===== config.mk =====
export PLATFORM = sky130hd
export DESIGN_NAME = uart_tx
export DESIGN_NICKNAME = d
export VERILOG_FILES = /design/src/rtl/uart_tx.sv
export SDC_FILE = /design/constraint.sdc
export NUM_CORES = 1
export LEC_CHECK = 0
export CAP_MARGIN = 40
export CORE_UTILIZATION = 46
export DETAILED_ROUTE_END_ITERATION = 6
export PLACE_DENSITY = 0.7
export SYNTH_ARGS = -nofsm -noshare
export SYNTH_HDL_FRONTEND = slang
export SYNTH_SLANG_ARGS = --single-unit

===== constraint.sdc =====
create_clock -name CLK -period 1.61 [get_ports CLK]
set_clock_uncertainty 0.15 [all_clocks]
set_input_delay 0.322 -clock CLK [delete_from_list [all_inputs] [get_ports CLK]]
set_output_delay 0.322 -clock CLK [all_outputs]
set_load 0.02 [all_outputs]

===== src/rtl/uart_tx.sv =====
// uart_tx: serial transmitter, one bit per CLK, optional even/odd parity
module uart_tx #(
  parameter int DATA_WIDTH = 8
) (
  input  logic                  CLK,
  input  logic                  RST,
  input  logic [DATA_WIDTH-1:0] P_DATA,
  input  logic                  Data_Valid,
  input  logic                  PAR_EN,
  input  logic                  PAR_TYP,
  output logic                  TX_OUT,
  output logic                  busy
);
  localparam int CW = DATA_WIDTH > 1 ? $clog2(DATA_WIDTH) : 1;
  localparam logic [CW-1:0] LAST = CW'(DATA_WIDTH - 1);
  typedef enum logic [2:0] {IDLE, START, DATA, PARITY, STOP} state_t;
  state_t                  state_q;
  logic [CW-1:0]           cnt_q, cnt_d;
  logic [DATA_WIDTH-1:0]   data_q;
  logic                    pen_q, ptyp_q, tx_q, busy_q;
  // index of the data bit that goes out on the next edge
  always_comb cnt_d = cnt_q + 1'b1;
  // frame sequencer; TX_OUT/busy are registered and reflect the state being entered
  always_ff @(posedge CLK or negedge RST) begin
    if (!RST) begin
      state_q <= IDLE;
      cnt_q   <= '0;
      data_q  <= '0;
      pen_q   <= 1'b0;
      ptyp_q  <= 1'b0;
      tx_q    <= 1'b1;
      busy_q  <= 1'b0;
    end else begin
      case (state_q)
        IDLE: if (Data_Valid) begin
          data_q  <= P_DATA;
          pen_q   <= PAR_EN;
          ptyp_q  <= PAR_TYP;
          state_q <= START;
          tx_q    <= 1'b0;
          busy_q  <= 1'b1;
        end
        START: begin
          state_q <= DATA;
          cnt_q   <= '0;
          tx_q    <= data_q[0];
        end
        DATA: if (cnt_q == LAST) begin
          cnt_q   <= '0;
          state_q <= pen_q ? PARITY : STOP;
          tx_q    <= pen_q ? (^data_q ^ ptyp_q) : 1'b1;
        end else begin
          cnt_q <= cnt_d;
          tx_q  <= data_q[cnt_d];
        end
        PARITY: begin
          state_q <= STOP;
          tx_q    <= 1'b1;
        end
        STOP: begin
          state_q <= IDLE;
          tx_q    <= 1'b1;
          busy_q  <= 1'b0;
        end
        default: begin
          state_q <= IDLE;
          tx_q    <= 1'b1;
          busy_q  <= 1'b0;
        end
      endcase
    end
  end
  assign TX_OUT = tx_q;
  assign busy   = busy_q;
endmodule


**After elaboration in Yosys (flattened, before gate mapping)**

Index checks and enable logic that the tools add are counted.

- Register bits: 18
- Bits of input ports: 13
- Output and inout port bits: 2
- Word-level logic and storage cells: 38

- Add/sub/neg operators: 1
- Magnitude comparators: 1
- Equal/unequal tests: 6
- Multiplexer cells: 14
- Bitwise operators: 2
- Reduce and logical (&&, ||, !) cells: 7

Operators with widths:

| cell | number |
|---|---|
| 3-bit two-way mux | 4 |
| 3-bit one-hot mux with 4 select lines | 1 |
| 8-bit parity | 1 |
| 3-bit by 2-bit equality test with 1-bit output (second input constant) | 2 |
| 3-bit one-hot mux with 2 select lines | 1 |
| 2-bit AND reduction | 3 |
| 1-bit two-way mux | 5 |
| 3-bit by 4-bit less-than comparator with 1-bit output (second input constant) | 1 |
| 2-bit != test (second input constant) | 2 |
| 3-bit by 1-bit adder with 3-bit output (second input constant) | 1 |
| 1-bit binary-select mux with 3-bit select | 1 |
| 3-bit by 1-bit equality test with 1-bit output (second input constant) | 1 |
| 3-bit equality test (second input constant) | 1 |
| 3-bit zero test | 1 |
| 1-bit one-hot mux with 3 select lines | 1 |
| 3-bit OR reduction | 1 |
| 1-bit one-hot mux with 2 select lines | 1 |
| 2-bit nonzero test | 1 |
| 1-bit NOT | 1 |
| 1-bit bitwise XOR | 1 |

**Depth between registers and ports, before layout**

Gate-level depths: netlist of the first run.

- Depth after elaboration: 5
- Depth in mapped cells: 6
- Gate-level depth less buffers: 6

**Worst setup path before layout of the first run**

No wires, ideal clock.

- Path type: reg-to-reg
- Start point: register cnt_q[0]
- End point: register tx_q (netlist: TX_OUT)
- Library setup time: 0.072 ns
- Arrival: 1.551 ns
- Data required time: 1.388 ns
- Path slack: -0.163 ns
- Cell stages (with the launch flop): 7
- Path buffers: 0
- Clock period less this slack: 1.773 ns
- Path through: dfrtp_1 > ha_1 > ha_1 > mux4_2 > nand2_1 > o311ai_1 > o21ai_1

- Longest elaborated chain between the ends: 5
- Elaborated cells between the ends (all ways): 6
- Classes of those cells: add/sub (1); eq/ne (1); mux (4)

Ends and longest elaborated chain:

| element | RTL line | source |
|---|---|---|
| start: declaration | 18 | `logic [CW-1:0] cnt_q, cnt_d;` |
| start signal: assignment | 53 | `cnt_q <= cnt_d;` |
| 3-bit by 1-bit adder with 3-bit output | 22 | `always_comb cnt_d = cnt_q + 1'b1;` |
| 1-bit binary-select mux with 3-bit select | 54 | `tx_q <= data_q[cnt_d];` |
| 1-bit two-way mux (implied by the code) | 54 |  |
| 1-bit two-way mux * | 48 | `DATA: if (cnt_q == LAST) begin` |
| 1-bit one-hot mux with 3 select lines * | 34 | `case (state_q)` |
| end signal: assignment | 46 | `tx_q <= data_q[0];` |
| end signal: assignment | 51 | `tx_q <= pen_q ? (^data_q ^ ptyp_q) : 1'b1;` |
| end signal: assignment | 54 |  |
| end: declaration | 20 | `logic pen_q, ptyp_q, tx_q, busy_q;` |

Mark *: on every way between the ends. The rest lies on a longest branch, timed or not. The select of a mux whose other input is x is not followed.
A chain may end at the register's enable or synchronous reset.

**Worst setup path after layout of the first run**

Same ends and word-level chain as after synthesis.

==> summary.txt, run 1 <==
Clock tree
  – Clock-pin transition on the worst setup and hold timing paths: 0.10 ns
  – CTS Buf Count: 3
  – Root buffer cell: clkbuf_4
  – Clk_lat worst skew: 0.29 ns
  – Clock sinks: 18
  – CTS H-tree depth: 1
  – TritonCTS clock tree: done
  – CTS max path bufs: 2

Worst setup path
  – Crit. End Element: flip-flop
  – Setup CP Type: reg -> reg
  – Worst path top cell family by delay: multiplexers
  – Critical Path Max Stage Delay: 0.48 ns
  – CP arrival: 1.88 ns
  – WP data required: 1.69 ns
  – CP Buf/Inv Count: 0
  – Crit-path cells: ha_2 > ha_4 > mux4_2 > nand2_1 > o311ai_1 > o21ai_1
  – Slowest-stage cell, CP: mux4_2
  – Worst setup SP type: flip-flop
  – Critical-path maximum fanout: 2

Final layout
  – Fin area: 1246 um2
  – ANT cells: 0
  – Finished Layout Cells: 132
  – Layout area overhead: 34.23%
  – Number of fill cells in the layout: 137
  – Layout cells sized above 1: 32.71%
  – NumNets Final: 123

Place
  – Placed insts: 126
  – DPL Wire Length: 1357 um
  – GP Congestion: 0.7987
  – Area post-placement: 1195 um2
  – IO Port Bufs: 14

Die
  – Initial core utilization: 51.53%
  – Num ports: 15
  – Die area: 2202 um2
  – Core footprint: 1802 um2
  – Rows: 15
  – Die height: 46.93 um
  – Die span in x: 46.93 um

Run status
  – Violated checks: negative setup slack
  – Status: finished, violations left

GRT
  – Vias in the first global route: 665
  – Grt ovf: 0
  – Total GRT Usage: 19.79%
  – First-pass GRT wire length: 2953 um
  – Largest net degree at the start of global routing: 19
  – Initial antenna violation count: 0

Synthesis
  – Post-synth top area share: 45.82%
  – Synthesized cell area: 928.4 um2
  – Seq cells post-synth: 18
  – Post-Syn Instances: 77
  – Largest area contributor in the netlist: dfrtp_1
  – Syn Nets: 92
  – Largest cells by area after synthesis: dfrtp_1 46%, mux2_2 11%, xnor2_1 4.7%, mux2i_1 4.3%, a22o_1 3.8%
  – YS warnings: 0
  – Cell variety after synth: 29
  – Syn avg cell area: 12.06 um2
  – Sequential cell area fraction in the yosys report: 48.65%

Route
  – Post-DR wirelength/cell: 13.61 um
  – Initial DRT Pass Iterations: 4
  – Via density: 5.144
  – Drt drc: 0
  – Vias: 679
  – Starting DRT DRC Count: 14
  – Drt total wl: 1797 um
  – Final ANT Viol Nets: 0

Power
  – Peak supply drop: 1.352 mV
  – Total power: 2.586 mW
  – Pwr Density: 2075 nW/um2
  – P_leak: 0.5462 nW

Timing
  – RSZ-0062 raised after global routing: true
  – Tcrit/Tclk final: 111.6%
  – Slew HR: 81.32%
  – Final Max Slew Viols: 0
  – Setup TNS: -0.1874 ns
  – Final Hold Viols: 0
  – Worst-margin pin slew: 0.2797 ns
  – Final Hold Slack: 0.1895 ns
  – Fmax: 556.4 MHz
  – Final WS setup: -0.1874 ns
  – Period minus WS final: 1.797 ns
  – Setup-failing EPs final: 1

Min path
  – Hold Crit Class: in -> async

Flow run
  – Maxcap violations: 0
==> worst reg2reg max path: cells and delay by family, from the launching register on <==
family                     cells  cell delay, ns
adders and majority gates      2            0.47
AOI/OAI and AO/OA              2            0.17
DFF                            1            0.39
and+or+nand+nor                1            0.07
muxes                          1            0.48
==> per-layer routing <==
layer  wire, um  GRT usage (%)  up-vias
li1           -              -      334
met1        822          24.02      331
met2        895          32.78       12
met3         66          5.769        2
met4         12          8.571        0
met5          0              0        -
==> Yosys cell counts <==
cell       n
o21bai_1   1
xor2_1     1
mux2_2     9
inv_1      3
a32o_1     1
xnor2_1    5
mux4_2     1
xnor3_2    1
buf_4      2
o21ai_1    1
a22o_1     4
nand3_1    1
nor2_1     3
nor2b_1    1
dfrtp_1   17
nor3b_1    1
mux2i_1    4
o22ai_1    1
or2_1      1
buf_2      2
nor3_1     1
ha_1       2
o21ai_0    2
o311ai_1   1
a21oi_1    4
o31ai_1    1
dfstp_2    1
nand2_1    3
nand2b_1   2
==> cell usage in the layout, fill, tap and decap left out <==
cell type	instances
dfrtp_1	17
xnor3_2	1
nand3_1	1
xor2_1	1
nand2b_1	2
dfstp_2	1
xnor2_1	5
a22o_1	4
o21ai_0	2
o311ai_1	1
nor2_1	3
clkbuf_8	1
clkdlybuf4s15_2	1
mux2_2	9
ha_2	1
buf_4	16
clkbuf_4	3
or2_1	1
clkdlybuf4s50_1	12
nand2_1	3
nor2b_1	1
a21oi_1	4
o22ai_1	1
mux2i_1	4
o21ai_1	1
o31ai_1	1
o21bai_1	1
a32o_1	1
mux4_2	1
inv_1	3
nor3_1	1
ha_4	1
dlygate4sd2_1	1
nor3b_1	1
==> final cells by class <==
| cell class | instances | area, um2 | share of cell area, % |
|---|---|---|---|
| timing repair buffer | 30 | 260.3 | 20.88 |
| tap | 25 | 31.28 | 2.510 |
| sequential | 18 | 451.7 | 36.24 |
| clock buffer | 4 | 36.28 | 2.912 |
| multi-input combinational | 52 | 455.4 | 36.55 |
| inverter | 3 | 11.26 | 0.9036 |
==> worst paths after layout <==
path | slack, ns | start | endpoint | cells past startpoint
worst max-delay path | -0.19 | cnt_q[0] | TX_OUT | 6
worst min-delay path | 0.19 | RST | data_q[7] | 2
worst max register to register | -0.19 | cnt_q[0] | TX_OUT | 6
worst min register to register | 0.39 | busy | busy | 2
max in group asynchronous | 0.86 | RST | TX_OUT | 2
min in group CLK | 0.39 | busy | busy | 2
==> cell families (layout without fill, tap and decap cells) <==
group           after synthesis  count (layout)  share of synthesized area, %
fa+ha+maj                     2               2                         2.695
simple gates                 13              13                         7.008
mux                          14              14                         17.66
compound gates               16              16                         11.86
flops                        18              18                         48.65
xor+xnor                      7               7                         8.221
buf+inv                       7              37                         3.908
==> timing repair <==
| item | in CTS | in global routing |
|---|---|---|
| hold endpoints to repair | 0 | 0 |
| setup buffers | 2 | 0 |
| pin swaps | 3 | 3 |
| resized for setup | 4 | 0 |
| endpoints found under the setup margin | 3 | 2 |
| hold buffers | 0 | 0 |
==> flip-flops by register name, summed over array words and instances, names as in the netlist <==
signal   cells
state_q      3
pen_q        1
busy         1
cnt_q        3
TX_OUT       1
ptyp_q       1
data_q       8
==> report_power, final <==
part           total (mW)  switching, mW  leakage, nW  internal [mW]
sequential          0.806          0.140        0.217          0.667
combinational        1.50          0.600        0.309          0.902
clock               0.278          0.140       0.0210          0.138
==> metrics by stage <==
step | utilization (%) | setup slack [ns]
floorplan | - | -0.1223
global placement | 66.32 | -0.2122
detailed placement | 66.32 | -0.2299
CTS | 69.17 | -0.1845
global route | 69.17 | -0.2840
finish | 69.17 | -0.1874
No activity file was read; power rests on OpenSTA's default activity.
==> inputs of run 2 (changes only) <==
--- a/config.mk
+++ b/config.mk
@@ -9,6 +9,7 @@
 export CORE_UTILIZATION = 46
 export DETAILED_ROUTE_END_ITERATION = 6
 export PLACE_DENSITY = 0.7
+export SKIP_LAST_GASP = 1
 export SYNTH_ARGS = -nofsm -noshare
 export SYNTH_HDL_FRONTEND = slang
 export SYNTH_SLANG_ARGS = --single-unit
==> run 2 against run 1 <==
  * The flow still finishes with violations (negative setup slack)
  * Core utilization decreased by 0.35 points
  * Sequential power about the same
  * Combinational power about the same
  * Final cell count unchanged
==> summary.txt, run 2 (synthesis gave the netlist of run 1 again) <==
Run status
  – Status: finished, violations left (unchanged)
  – Violated checks: negative setup slack (unchanged)

Place
  – GP Congestion: 0.7987 (unchanged)
  – Setup slack after placement: -0.2299 ns (unchanged)
  – DPL Wire Length: 1357 um (unchanged)
  – Area post-placement: 1195 um2 (unchanged)
  – IO Port Bufs: 14 (unchanged)
  – Placed insts: 126 (unchanged)

Clock tree
  – CTS Buf Count: 3 (unchanged)
  – Clock-pin transition on the worst setup and hold timing paths: 0.10 ns (about the same)
  – Clk_lat worst skew: 0.29 ns (about the same)
  – CTS H-tree depth: 1 (unchanged)
  – CTS max path bufs: 2 (unchanged)
  – TritonCTS clock tree: done (unchanged)
  – Clock sinks: 18 (unchanged)
  – CTS hold repair buffers: 0 (unchanged)
  – Root buffer cell: clkbuf_4 (unchanged)

Flow run
  – Maxcap violations: 0 (unchanged)

Final layout
  – Layout area overhead: 33.56% (was 34.23%)
  – Max FFs per register: 8 (unchanged)
  – Highest-count cells in the layout ignoring fill and taps: 17 x dfrtp_1, 16 x buf_4, 12 x clkdlybuf4s50_1, 9 x mux2_2, 5 x xnor2_1 (unchanged)
  – ANT cells: 0 (unchanged)
  – Layout cells sized above 1: 32.71% (unchanged)
  – Fin area: 1240 um2 (was 1246 um2)
  – Most flop-heavy register: data_q (unchanged)
  – Commonest non-fill, non-tap cell in the layout: dfrtp_1 (unchanged)
  – Footprint of the multi-input gates: 455.4 um2 (unchanged)
  – Reg area: 451.7 um2 (unchanged)
  – Biggest regs: data_q (8), cnt_q (3), state_q (3) (unchanged)
  – NumNets Final: 123 (unchanged)
  – Number of fill cells in the layout: 139 (was 137)
  – Final core utilization: 68.82% (was 69.17%)
  – Finished Layout Cells: 132 (unchanged)

Timing
  – Slew HR: 81.32% (unchanged)
  – Fmax: 556.4 MHz (about the same)
  – Setup TNS: -0.1872 ns (was -0.1874 ns)
  – RSZ-0062 raised after global routing: true (unchanged)
  – Tcrit/Tclk final: 111.6% (about the same)
  – Final Hold Viols: 0 (unchanged)
  – Final WS setup: -0.1872 ns (was -0.1874 ns)
  – Worst-margin pin slew: 0.2797 ns (unchanged)
  – Period minus WS final: 1.797 ns (about the same)
  – Final Max Slew Viols: 0 (unchanged)
  – Setup-failing EPs final: 1 (unchanged)

Power
  – P_leak: 0.5458 nW (was 0.5462 nW)
  – Peak supply drop: 1.351 mV (was 1.352 mV)
  – Pwr Density: 2077 nW/um2 (was 2075 nW/um2)
  – Cell internal pwr: 1.697 mW (was 1.706 mW)
  – Part of the power in combinational logic: 57.9% (was 58.1%)
  – Register share of total power: 31.3% (was 31.2%)
  – Switching portion of total power: 34.11% (was 34.01%)
  – Clk pwr share: 10.8% (was 10.7%)
  – Sw Pwr: 878.6 uW (was 879.4 uW)

Worst setup path
  – CP Buf/Inv Count: 0 (unchanged)
  – CP endpoint: TX_OUT (unchanged)
  – Setup CP Type: reg -> reg (unchanged)
  – Critical Path Max Stage Delay: 0.48 ns (about the same)
  – Critical-path maximum fanout: 2 (unchanged)
  – WP data required: 1.69 ns (about the same)
  – Crit. End Element: flip-flop (unchanged)
  – Worst path top cell family by delay: multiplexers (unchanged)
  – CP arrival: 1.88 ns (about the same)
  – Worst R2R Start: cnt_q[0] (unchanged)
  – Worst setup path startpoint: cnt_q[0] (unchanged)
  – R2R depth: 6 (unchanged)
  – Slowest-stage cell, CP: mux4_2 (unchanged)
  – Reg2Reg Setup Slack: -0.19 ns (about the same)
  – Crit-path cells: ha_2 > ha_4 > mux4_2 > nand2_1 > o311ai_1 > o21ai_1 (unchanged)
  – Critical R2R Capture: TX_OUT (unchanged)
  – Worst setup SP type: flip-flop (unchanged)
  – CP Depth: 6 (unchanged)

Route
  – Post-DR wirelength/cell: 13.59 um (was 13.61 um)
  – Initial DRT Pass Iterations: 4 (unchanged)
  – Vias: 679 (unchanged)
  – Drt total wl: 1794 um (was 1797 um)
  – Via density: 5.144 (unchanged)
  – Drt drc: 0 (unchanged)
  – Final ANT Viol Nets: 0 (unchanged)
  – Starting DRT DRC Count: 15 (was 14)

Die
  – Initial core utilization: 51.53% (unchanged)
  – Num ports: 15 (unchanged)
  – Die height: 46.93 um (unchanged)
  – Rows: 15 (unchanged)
  – Core footprint: 1802 um2 (unchanged)
  – Die area: 2202 um2 (unchanged)
  – Die span in x: 46.93 um (unchanged)

GRT
  – Total GRT Usage: 19.79% (unchanged)
  – Grt ovf: 0 (unchanged)
  – Vias in the first global route: 665 (unchanged)
  – First-pass GRT wire length: 2953 um (unchanged)
  – Initial antenna violation count: 0 (unchanged)
  – Largest net degree at the start of global routing: 19 (unchanged)

Min path
  – Hold Crit Class: in -> async (unchanged)
[run 2: cell count changes in the layout (fill, tap and decap cells not counted), sizes merged]
cell	previous run	this run
clkbuf	4	5
clkdlybuf4s15	1	0
[run 2: what timing repair did]
item,4_1_cts,5_1_grt
endpoints found under the setup margin,3,3
pin swaps,3,3
gates cloned,0,0
gates resized for setup,2,2
setup buffers,2,0
[run 2: worst register-to-register path, stage by stage, from the launching register on]
cell and delay, ns:
dfrtp_1 0.39, ha_2 0.20, ha_4 0.27, mux4_2 0.48, nand2_1 0.07, o311ai_1 0.08, o21ai_1 0.09
[run 2: layout make-up]
type,instances,share of cell area [%]
timing repair buffer,30,20.48
sequential,18,36.43
clock buffer,4,2.926
tap,25,2.523
multi-input combinational,52,36.73
inverter,3,0.9082
[run 2: how the worst min path moves through the flow]
stage                      start   endpoint  slack, ns  cells past startpoint
after floorplan              RST       busy      -0.12                      0
after global placement    ptyp_q     ptyp_q       0.37                      1
after detailed placement  ptyp_q     ptyp_q       0.37                      1
after CTS                    RST  data_q[7]       0.19                      2
after global routing         RST     ptyp_q       0.20                      2
final                        RST  data_q[7]       0.19                      2
[run 2: metrics by stage]
| step | total power [mW] | hold WS [ns] |
|---|---|---|
| 3_3_place_gp | 2.262 | 0.3699 |
| 5_1_grt | 2.767 | 0.1963 |
| 6_report | 2.576 | 0.1896 |
| 3_5_place_dp | 2.308 | 0.3731 |
| 4_1_cts | 2.600 | 0.1855 |
| 2_1_floorplan | 1.864 | -0.1236 |
[run 2: power by group through the flow]
stage               Clock [mW]  Sequential [mW]  Combinational, mW
floorplan                    0            0.829               1.04
global placement             0            0.813               1.45
detailed placement           0            0.818               1.49
CTS                      0.291            0.807               1.50
global route             0.315            0.831               1.62
finish                   0.278            0.806               1.49
[run 2: per-layer routing]
layer	share of wire (%)	track usage, %	vias to the layer above	wire [um]
met2	50	32.78	12	896
met5	0	0	-	0
li1	-	-	334	-
met1	46	24.02	331	819
met4	0.67	8.571	0	12
met3	3.7	5.769	2	66
==> inputs of run 3 (changes only) <==
--- a/config.mk
+++ b/config.mk
@@ -8,6 +8,7 @@
 export CAP_MARGIN = 40
 export CORE_UTILIZATION = 46
 export DETAILED_ROUTE_END_ITERATION = 6
+export HOLD_SLACK_MARGIN = 0.05
 export PLACE_DENSITY = 0.7
 export SKIP_LAST_GASP = 1
 export SYNTH_ARGS = -nofsm -noshare
==> results of run 3 <==
Final layout, timing and power as in run 2 (identical DEF).
